## src/rtl/bus_arbiter8.sv

```systemverilog
// bus_arbiter8: round-robin owner select for the shared 16-bit bus behind the 8:1 word mux.
// Optional ARB_LOCK_EN adds a lock input that lets the current owner ride past MAX_HOLD.
//
// Ports:
//   clk     rising-edge clock
//   reset   asynchronous, active-high reset
//   lock    (ARB_LOCK_EN only) extend the current grant past MAX_HOLD
//   req     per-requester bus request, level-held until served
//   gnt     one-hot grant, zero when idle
//   control mux select = owner index; holds last value when idle
//   busy    high while any grant is active
module bus_arbiter8 #(
  parameter int MAX_HOLD = 4,
  parameter int CNT_W    = 8
) (
  input  logic       clk,
  input  logic       reset,
`ifdef ARB_LOCK_EN
  input  logic       lock,
`endif
  input  logic [7:0] req,
  output logic [7:0] gnt,
  output logic [2:0] control,
  output logic       busy
);

  typedef enum logic {
    IDLE  = 1'b0,
    GRANT = 1'b1
  } state_t;

  localparam logic [CNT_W-1:0] HOLD_MAX = CNT_W'(MAX_HOLD);

  state_t           state;
  logic [2:0]       last_owner;
  logic [CNT_W-1:0] hold_cnt;
  logic [2:0]       winner;
  logic             any_req;
  logic             owner_req;
  logic             keep;

`ifdef ARB_LOCK_EN
  assign keep = lock;
`else
  assign keep = 1'b0;
`endif

  assign any_req   = |req;
  assign owner_req = req[control];

  // Scan upward from last_owner+1 with wrap; step 8 lands
  // back on last_owner itself, so a sole requester can win again.
  always_comb begin
    logic       found;
    logic [2:0] idx;
    winner = last_owner;
    found  = 1'b0;
    for (int i = 1; i <= 8; i++) begin
      idx = last_owner + 3'(i);
      if (!found && req[idx]) begin
        winner = idx;
        found  = 1'b1;
      end
    end
  end

  always_ff @(posedge clk or posedge reset) begin
    if (reset) begin
      state      <= IDLE;
      gnt        <= '0;
      control    <= '0;
      busy       <= 1'b0;
      last_owner <= 3'd7;
      hold_cnt   <= '0;
    end else begin
      unique case (state)
        IDLE: begin
          if (any_req) begin
            state      <= GRANT;
            gnt        <= 8'(1) << winner;
            control    <= winner;
            busy       <= 1'b1;
            last_owner <= winner;
            hold_cnt   <= CNT_W'(1);
          end
        end
        GRANT: begin
          if (!owner_req && !any_req) begin
            state    <= IDLE;
            gnt      <= '0;
            busy     <= 1'b0;
            hold_cnt <= '0;
          end else if (owner_req && hold_cnt < HOLD_MAX) begin
            hold_cnt <= hold_cnt + CNT_W'(1);
          end else if (owner_req && keep) begin
            hold_cnt <= HOLD_MAX;
          end else begin
            // Owner dropped or used up its slot: hand over without a bubble.
            gnt        <= 8'(1) << winner;
            control    <= winner;
            busy       <= 1'b1;
            last_owner <= winner;
            hold_cnt   <= CNT_W'(1);
          end
        end
        default: state <= IDLE;
      endcase
    end
  end

endmodule

```

## config.mk

```make
export PLATFORM = sky130hd
export DESIGN_NAME = bus_arbiter8
export DESIGN_NICKNAME = d
export VERILOG_FILES = /design/src/rtl/bus_arbiter8.sv
export SDC_FILE = /design/constraint.sdc
export NUM_CORES = 1
export LEC_CHECK = 0
export ABC_AREA = 0
export ABC_CLOCK_PERIOD_IN_PS = 5400
export CAP_MARGIN = 5
export CORE_ASPECT_RATIO = 0.7
export CORE_MARGIN = 10
export CORE_UTILIZATION = 43
export DETAILED_ROUTE_END_ITERATION = 16
export GPL_ROUTABILITY_DRIVEN = 0
export PLACE_DENSITY_LB_ADDON = 0.25
export RECOVER_POWER = 50
export SETUP_SLACK_MARGIN = 0.15
export SYNTH_ARGS = -nofsm -noshare
export SYNTH_HDL_FRONTEND = slang
export SYNTH_SLANG_ARGS = --single-unit
```

## constraint.sdc

```tcl
create_clock -name clk -period 5.4 [get_ports clk]
set_clock_uncertainty 0.15 [all_clocks]
set_input_delay 1.62 -clock clk [delete_from_list [all_inputs] [get_ports clk]]
set_output_delay 1.62 -clock clk [all_outputs]
set_load 0.01 [all_outputs]
```

Word-level counts from Yosys, hierarchy flattened. Index checks and enable logic that the tools add are counted.

Register bits: 24. Bits of input ports: 10. Output and inout port bits: 12. Word-level logic and storage cells: 103.

$add $sub $neg: 8. Order comparisons: 10. Equality and inequality tests: 4. Shift operators: 1. Mux-type cells: 52. Bitwise logic cells: 1. Reduce and logical (&&, ||, !) cells: 21.

Operator list (number): $mux 8 (6); $lt 3x4->1 const B (9); $mux 3 (11); $pmux 8 s2 (2); $bmux 1 s3 (9); $mux 1 (21); $add 3x3->3 const B (4); $logic_and 1x1->1 (9); $logic_not 1->1 (9); $add 8x1->8 const B (1); $lt 8x3->1 const B (1); $reduce_or 8->1 (1); $shl 1x3->8 const A (1); $add 3x2->3 const B (2); $ne 2x2->1 const B (3); $pmux 3 s2 (1); $pmux 1 s2 (2); $add 3x1->3 const B (1); $ne 3x3->1 const B (1); $reduce_and 3->1 (1); $reduce_and 2->1 (1); $not 1->1 (1).

Longest topological paths before layout. Gate-level depths: netlist of run 1.

Word-level depth: 29. Gate-level depth with buffers: 12. Gate-level depth less buffers: 9.

Worst setup path after synthesis of run 1. No wires, ideal clock.

Path type: input to register. Start point: in req[3]. End point: reg gnt[1]. Library setup time: 0.137 ns. Arrival: 3.470 ns. Required time: 5.113 ns. Setup slack: 1.643 ns. Stages: 7. Buffers on the path: 1. Cell sequence: buf_2 > mux4_2 > mux2i_1 > nand4_2 > o211ai_2 > mux2i_1 > o31ai_1.

Word-level cells in the longest chain between the ends: 28. Elaborated cells on any way between the ends: 60.

RTL lines: from (decl) (RTL line 21) `input logic [7:0] req,`; $bmux 1 s3 (RTL line 60) `if (!found && req[idx]) begin`; $mux 1 (not written as such) (RTL line 60); $mux 1 (RTL line 60); $logic_not 1->1 (RTL line 60); $logic_and 1x1->1 (RTL line 60); $mux 1 (RTL line 60); $logic_not 1->1 (RTL line 60); $logic_and 1x1->1 (RTL line 60); [... 12 more ...]; $mux 1 (RTL line 60); $logic_not 1->1 (RTL line 60); $logic_and 1x1->1 (RTL line 60); $mux 3 (RTL line 60); $shl 1x3->8 (RTL line 80, 99); $mux 8 (RTL line 93) `end else if (owner_req && hold_cnt < HOLD_MAX) begin`; $mux 8 (RTL line 88) `if (!owner_req && !any_req) begin`; $pmux 8 s2 (RTL line 76) `unique case (state)`; to (signal assigned) (RTL line 80) `gnt <= 8'(1) << winner;`; to (signal assigned) (RTL line 99) `gnt <= 8'(1) << winner;`; to (decl) (RTL line 22) `output logic [7:0] gnt,`.

Parallel ways exist; a longest one is shown, timed or not. The select of a mux whose other input is x is not followed. A chain may end at the register's enable or synchronous reset.

Worst setup path after layout of run 1.
Start point: in req[5]. End point: reg gnt[3].

Same word-level chain as after synthesis.

==> results.sh, run 1 <==
export IMPL_timing_final_ws_setup_ps=905
export IMPL_dr_pass1_iters=4
export IMPL_r2r_start="last_owner[1]"
export IMPL_vias=1790
export IMPL_clkLatencyLatePin_ps=270
export IMPL_vias_per_cell=6.07
export IMPL_setup_tns_ps=0
export IMPL_final_period_utilization_pct=83.2
export IMPL_rows=21
export IMPL_fin_crit_ps=4490
export IMPL_grt_max_degree=25
export IMPL_clockBufferDepth=2
export IMPL_synth_area_per_cell_um2=10.1
export IMPL_grt_pass1_wl_um=8720
export IMPL_grt_pass1_vias=1656
export IMPL_synth_largest_area_cell="dfrtp_1"
export IMPL_rsz0062_at_grt="no"
export IMPL_die_h_um=79.8
export IMPL_met2_usage_pct=17.7
export IMPL_dpl_cell_area_mm2=0.00239
export IMPL_max_cap_viol_count=0
export IMPL_antenna_found_initial=0
export IMPL_portBuffers=21
export IMPL_hpwl_um=3750
export IMPL_initial_utilization_pct=45.1
export IMPL_use_met3_pct=3.39
export IMPL_status="finished, final reports clean"
export IMPL_synth_xor_area_share_pct=1.54
export IMPL_required_ps=5390
export IMPL_die_width_um=105
export IMPL_syn_to_final_growth_pct=12.0
export IMPL_post_place_cells=291
export IMPL_ys_top_cells_by_area="dfrtp_1, mux4_2, mux2i_1"
export IMPL_num_antenna_cells=0
export IMPL_synth_edf_count=0
export IMPL_ys_seq_area_share_pct=27.6
export IMPL_cts_max_level=1
export IMPL_synthAdderAreaFrac_pct=1.71
export IMPL_hold_class="reg -> reg"
export IMPL_ys_top_cells_by_count="nand2_1, nor2_1, dfrtp_1"
export IMPL_cts_buffers=3
export IMPL_r2r_cells=10
export IMPL_routedWlPerCell_um=17.4
export IMPL_final_nets=240
export IMPL_post_cts_resize_count=0
export IMPL_async_flop_share_pct=100
export IMPL_drc=0
export IMPL_instances_no_fill=295
export IMPL_synth_simple_area_share_pct=16.5
export IMPL_drtIter0Drc=264
export IMPL_die_area_mm2=0.00840
export IMPL_syn_cell_area_mm2=0.00219
export IMPL_cts_setup_buffers=0
export IMPL_nFillCells=442
export IMPL_crit_path_start_kind="input port"
export IMPL_detail_route_antenna_nets=0
export IMPL_cp_max_fo=14
export IMPL_yosysUniqueCellTypes=51
export IMPL_drive_gt1_share_pct=19.0
export IMPL_arrival_ps=4490
export IMPL_synth_nets=230
export IMPL_io_pins=22
export IMPL_fmaxAchievable_mhz=222
export IMPL_synth_top_family_by_area="multiplexers"
export IMPL_clock_sinks=24
export IMPL_synth_most_common_cell="nand2_1"
export IMPL_grt_total_usage_pct=12.4
export IMPL_cts_root_buf="clkbuf_8"
export IMPL_syn_inst=217
export IMPL_cts_tree="yes"
export IMPL_drt_wl_total_um=5120
export IMPL_whs_path_depth=2
export IMPL_ys_ff_latch=24
export IMPL_use_met1_pct=18.2
export IMPL_final_hold_viol_count=0
export IMPL_setup_viol=0
export IMPL_slew_limit_headroom_pct=40.7
export IMPL_ys_flop_type="dfrtp_1"
export IMPL_place_ws_ps=685
export IMPL_yosys_warnings=0
export IMPL_cts_hold_buf=0
export IMPL_grt_overflow_total=0
export IMPL_core_area_mm2=0.00486
export IMPL_top_usage_layer="met1"
export IMPL_crit_start="req[5]"
export IMPL_hold_start="gnt[3]"
export IMPL_clkTransAtPathRegs_ps=90
export IMPL_final_area_mm2=0.00246
export IMPL_yosysTopAreaCellShare_pct=24.0
export IMPL_worst_pin_slew_ps=889
export IMPL_critPathKind="in -> reg"
export IMPL_critPathCaptureType="flop"
export IMPL_synth_compound_area_share_pct=17.2
export IMPL_slew_violations=0
export IMPL_synth_area_mux_share_pct=29.2
-- through the flow --
step | util (%) | hold WS, ps
final | 50.6 | 333
after detailed placement | 49.1 | 321
after CTS | 50.6 | 341
after global placement | 49.1 | 314
after floorplan | - | 314
after global routing | 50.6 | 360
-- state kept, by name (all words and copies together), names as in the netlist --
signal / count
state: 1
control: 3
gnt: 8
hold_cnt: 8
last_owner: 3
busy: 1
-- per-layer routing --
layer / routed length, µm / share of wire, % / vias up
met4: 27 / 0.53 / 0
met2: 2230 / 44 / 47
met1: 2510 / 49 / 892
met5: 0 / 0 / -
met3: 351 / 6.9 / 2
li1: - / - / 849
-- cells in the final DEF, fill, tap and decap left out, types with 2 or more instances in the layout --
cell type         n
dfstp_2           3
nor4b_1           2
nand2_1          24
nor3_1            6
mux2_2            6
mux4_2           16
nor2b_1           3
dlygate4sd3_1     7
o22ai_1           3
clkbuf_8          3
nand3b_1          2
a31oi_1           8
clkdlybuf4s50_1  14
a22o_1            2
o211ai_1          2
nor4_1            2
nand3_1           4
a2bb2oi_1         2
o21ai_1           3
buf_4             2
inv_1             3
o32ai_2           2
a21oi_1           6
ha_1              3
o32a_1            2
mux2i_1          19
dfrtp_1          21
o31ai_1          10
nor2_1           22
-- cell families after synthesis --
kind of cell / count (synthesis)
XOR/XNOR: 3
buffers and inverters: 23
AND/OR/NAND/NOR: 74
multiplexers: 42
adder cells (fa/ha/maj): 3
flip-flops: 24
AO/OA/AOI/OAI: 48
-- worst paths after layout --
kind / slack [ps] / end
setup / recovery: 910 / gnt[3]
hold / removal: 330 / gnt[3]
setup reg to reg: 1170 / gnt[3]
hold reg to reg: 330 / gnt[3]
max in group asynchronous: 2730 / hold_cnt[7]
min in group asynchronous: 1820 / gnt[7]
-- area by class of cell --
type | count | area [µm²] | area share [%]
clock inverter | 1 | 30.0 | 1.22
inverter | 5 | 18.8 | 0.764
timing repair buffer | 23 | 225 | 9.16
tap | 69 | 86.3 | 3.51
multi-input combinational | 170 | 1450 | 59.1
clock buffer | 3 | 41.3 | 1.68
sequential | 24 | 604 | 24.6
-- worst max-delay path, cell delays in order --
cell,delay [ps]
dlygate4sd3_1,720
mux4_2,540
mux2i_1,260
nand3_2,170
or2_1,300
o211ai_2,200
mux2i_1,540
o31ai_1,120
Power of run 1 is not shown: default switching activity piles up to over one toggle a cycle in this logic, so the estimate is an artifact.
==> run 2: changes to the inputs <==
--- a/config.mk
+++ b/config.mk
@@ -6,7 +6,7 @@
 export NUM_CORES = 1
 export LEC_CHECK = 0
 export ABC_AREA = 0
-export ABC_CLOCK_PERIOD_IN_PS = 5400
+export ABC_CLOCK_PERIOD_IN_PS = 3700
 export CAP_MARGIN = 5
 export CORE_ASPECT_RATIO = 0.7
 export CORE_MARGIN = 10
==> constraint.sdc (replaced) <==
create_clock -name clk -period 3.7 [get_ports clk]
set_clock_uncertainty 0.15 [all_clocks]
set_input_delay 1.11 -clock clk [delete_from_list [all_inputs] [get_ports clk]]
set_output_delay 1.11 -clock clk [all_outputs]
set_load 0.01 [all_outputs]
==> results.sh, run 2 (synthesis gave the netlist of run 1 again) <==
export IMPL_final_area_mm2=0.00292
export IMPL_clkTransAtPathRegs_ps=90
export IMPL_final_nets=285
export IMPL_clock_sinks=24
export IMPL_crit_path_start_kind="input port"
export IMPL_fin_crit_ps=3360
export IMPL_syn_to_final_growth_pct=33.3
export IMPL_dpl_cell_area_mm2=0.00272
export IMPL_num_antenna_cells=0
export IMPL_reg_top3="gnt: 8 flops, hold_cnt: 8 flops"
export IMPL_worst_pin_slew_ps=868
export IMPL_die_area_mm2=0.00840
export IMPL_cts_tree="yes"
export IMPL_drtIter0Drc=164
export IMPL_layout_commonest_cell="buf_4"
export IMPL_critical_path_top_delay_family="compound AO/OA/AOI/OAI gates"
export IMPL_place_ws_ps=-177
export IMPL_hold_class="reg -> reg"
export IMPL_fmaxAchievable_mhz=298
export IMPL_hpwl_um=4480
export IMPL_grt_total_usage_pct=13.6
export IMPL_clockBufferDepth=2
export IMPL_die_width_um=105
export IMPL_worstPathCellList="dlygate4sd2_1 > mux4_2 > a2111oi_2 > a21oi_1 > o21ai_1 > a32oi_2 > o32a_1 > o31ai_1"
export IMPL_final_hold_viol_count=0
export IMPL_portBuffers=21
export IMPL_dr_pass1_iters=4
export IMPL_cts_root_buf="clkbuf_8"
export IMPL_rsz0062_at_grt="no"
export IMPL_cp_slowest_cell="mux4_2"
export IMPL_antenna_found_initial=0
export IMPL_final_period_utilization_pct=90.8
export IMPL_clkLatencyLatePin_ps=270
export IMPL_setup_viol=0
export IMPL_io_pins=22
export IMPL_nFillCells=414
export IMPL_drc=0
export IMPL_cts_max_level=1
export IMPL_post_place_cells=335
export IMPL_register_area_um2=604
export IMPL_initial_utilization_pct=45.1
export IMPL_grt_pass1_vias=1849
export IMPL_drt_wl_total_um=5950
export IMPL_critPathKind="in -> reg"
export IMPL_rows=21
export IMPL_critPathCaptureType="flop"
export IMPL_max_cap_viol_count=0
export IMPL_vias_per_cell=5.89
export IMPL_cts_buffers=3
export IMPL_vias=2002
export IMPL_core_area_mm2=0.00486
export IMPL_drive_gt1_share_pct=37.3
export IMPL_instances_no_fill=340
export IMPL_arrival_ps=3390
export IMPL_slew_violations=0
export IMPL_grt_pass1_wl_um=9670
export IMPL_timing_final_ws_setup_ps=342
export IMPL_die_h_um=79.8
export IMPL_detail_route_antenna_nets=0
export IMPL_required_ps=3730
export IMPL_layout_common_cells="buf_4, nand2_1, nor2_1, dfrtp_1, mux2i_1"
export IMPL_crit_buf_inv=1
export IMPL_routedWlPerCell_um=17.5
export IMPL_grt_max_degree=25
export IMPL_status="finished, final reports clean"
export IMPL_cp_max_fo=8
export IMPL_slowest_delay_ps=640
export IMPL_slew_limit_headroom_pct=42.1
export IMPL_grt_overflow_total=0
export IMPL_multi_input_area_mm2=0.00157
==> run 2: cell types whose count changed in the layout (fill, tap and decap cells not counted), sizes merged <==
cell | previous run | this run
dlymetal6s2s | 0 | 6
buf | 2 | 46
clkbuf | 3 | 4
dlygate4sd2 | 0 | 2
clkdlybuf4s50 | 14 | 7
dlygate4sd3 | 7 | 6
==> run 2: metal layers <==
| metal | GRT usage, % | wire [µm] | vias to the layer above |
|---|---|---|---|
| met4 | 1.64 | 14 | 0 |
| li1 | - | - | 945 |
| met2 | 19.0 | 2640 | 55 |
| met1 | 21.3 | 2920 | 1000 |
| met3 | 2.74 | 367 | 2 |
| met5 | 0 | 0 | - |
==> run 2: stage by stage <==
stage               utilization [%]  hold WS (ps)  setup TNS [ps]
finish                         60.2           330               0
global route                   60.2           357               0
detailed placement             55.9           320           -1540
CTS                            57.3           341               0
global placement               55.9           311           -1670
floorplan                         -           314               0
==> run 2: worst register-to-register path, stage by stage (launching register included) <==
cell      delay [ps]
dfstp_2          540
inv_2            100
ha_2             550
mux4_2           540
nor3_1           190
o21bai_1         120
a211o_1          290
a31oi_2          210
o32ai_4          160
mux2_2           290
==> run 2: path summary, 6_finish.rpt <==
| path | from | to | slack (ps) | cells past startpoint |
|---|---|---|---|---|
| max in group asynchronous | reset | control[0] | 1560 | 2 |
| max | req[2] | gnt[4] | 340 | 8 |
| min reg2reg | gnt[7] | gnt[7] | 330 | 2 |
| min | gnt[7] | gnt[7] | 330 | 2 |
| min in group asynchronous | reset | gnt[6] | 1300 | 2 |
| max reg2reg | last_owner[0] | control[2] | 450 | 9 |
==> run 2: timing repair <==
item,4_1_cts,5_1_grt
hold buffers,0,0
pin swaps,0,2
resized for setup,2,25
buffers inserted,0,1
setup endpoints to repair,4,14
gates cloned,0,0
==> run 2: layout make-up <==
cell class,count,share of cell area (%)
Multi-Input combinational cell,170,53.6
Sequential cell,24,20.7
Timing Repair Buffer,68,19.7
Tap cell,69,2.95
Clock buffer,3,1.41
Clock inverter,1,1.03
Inverter,5,0.642
Power of run 2 is left out for the same reason.
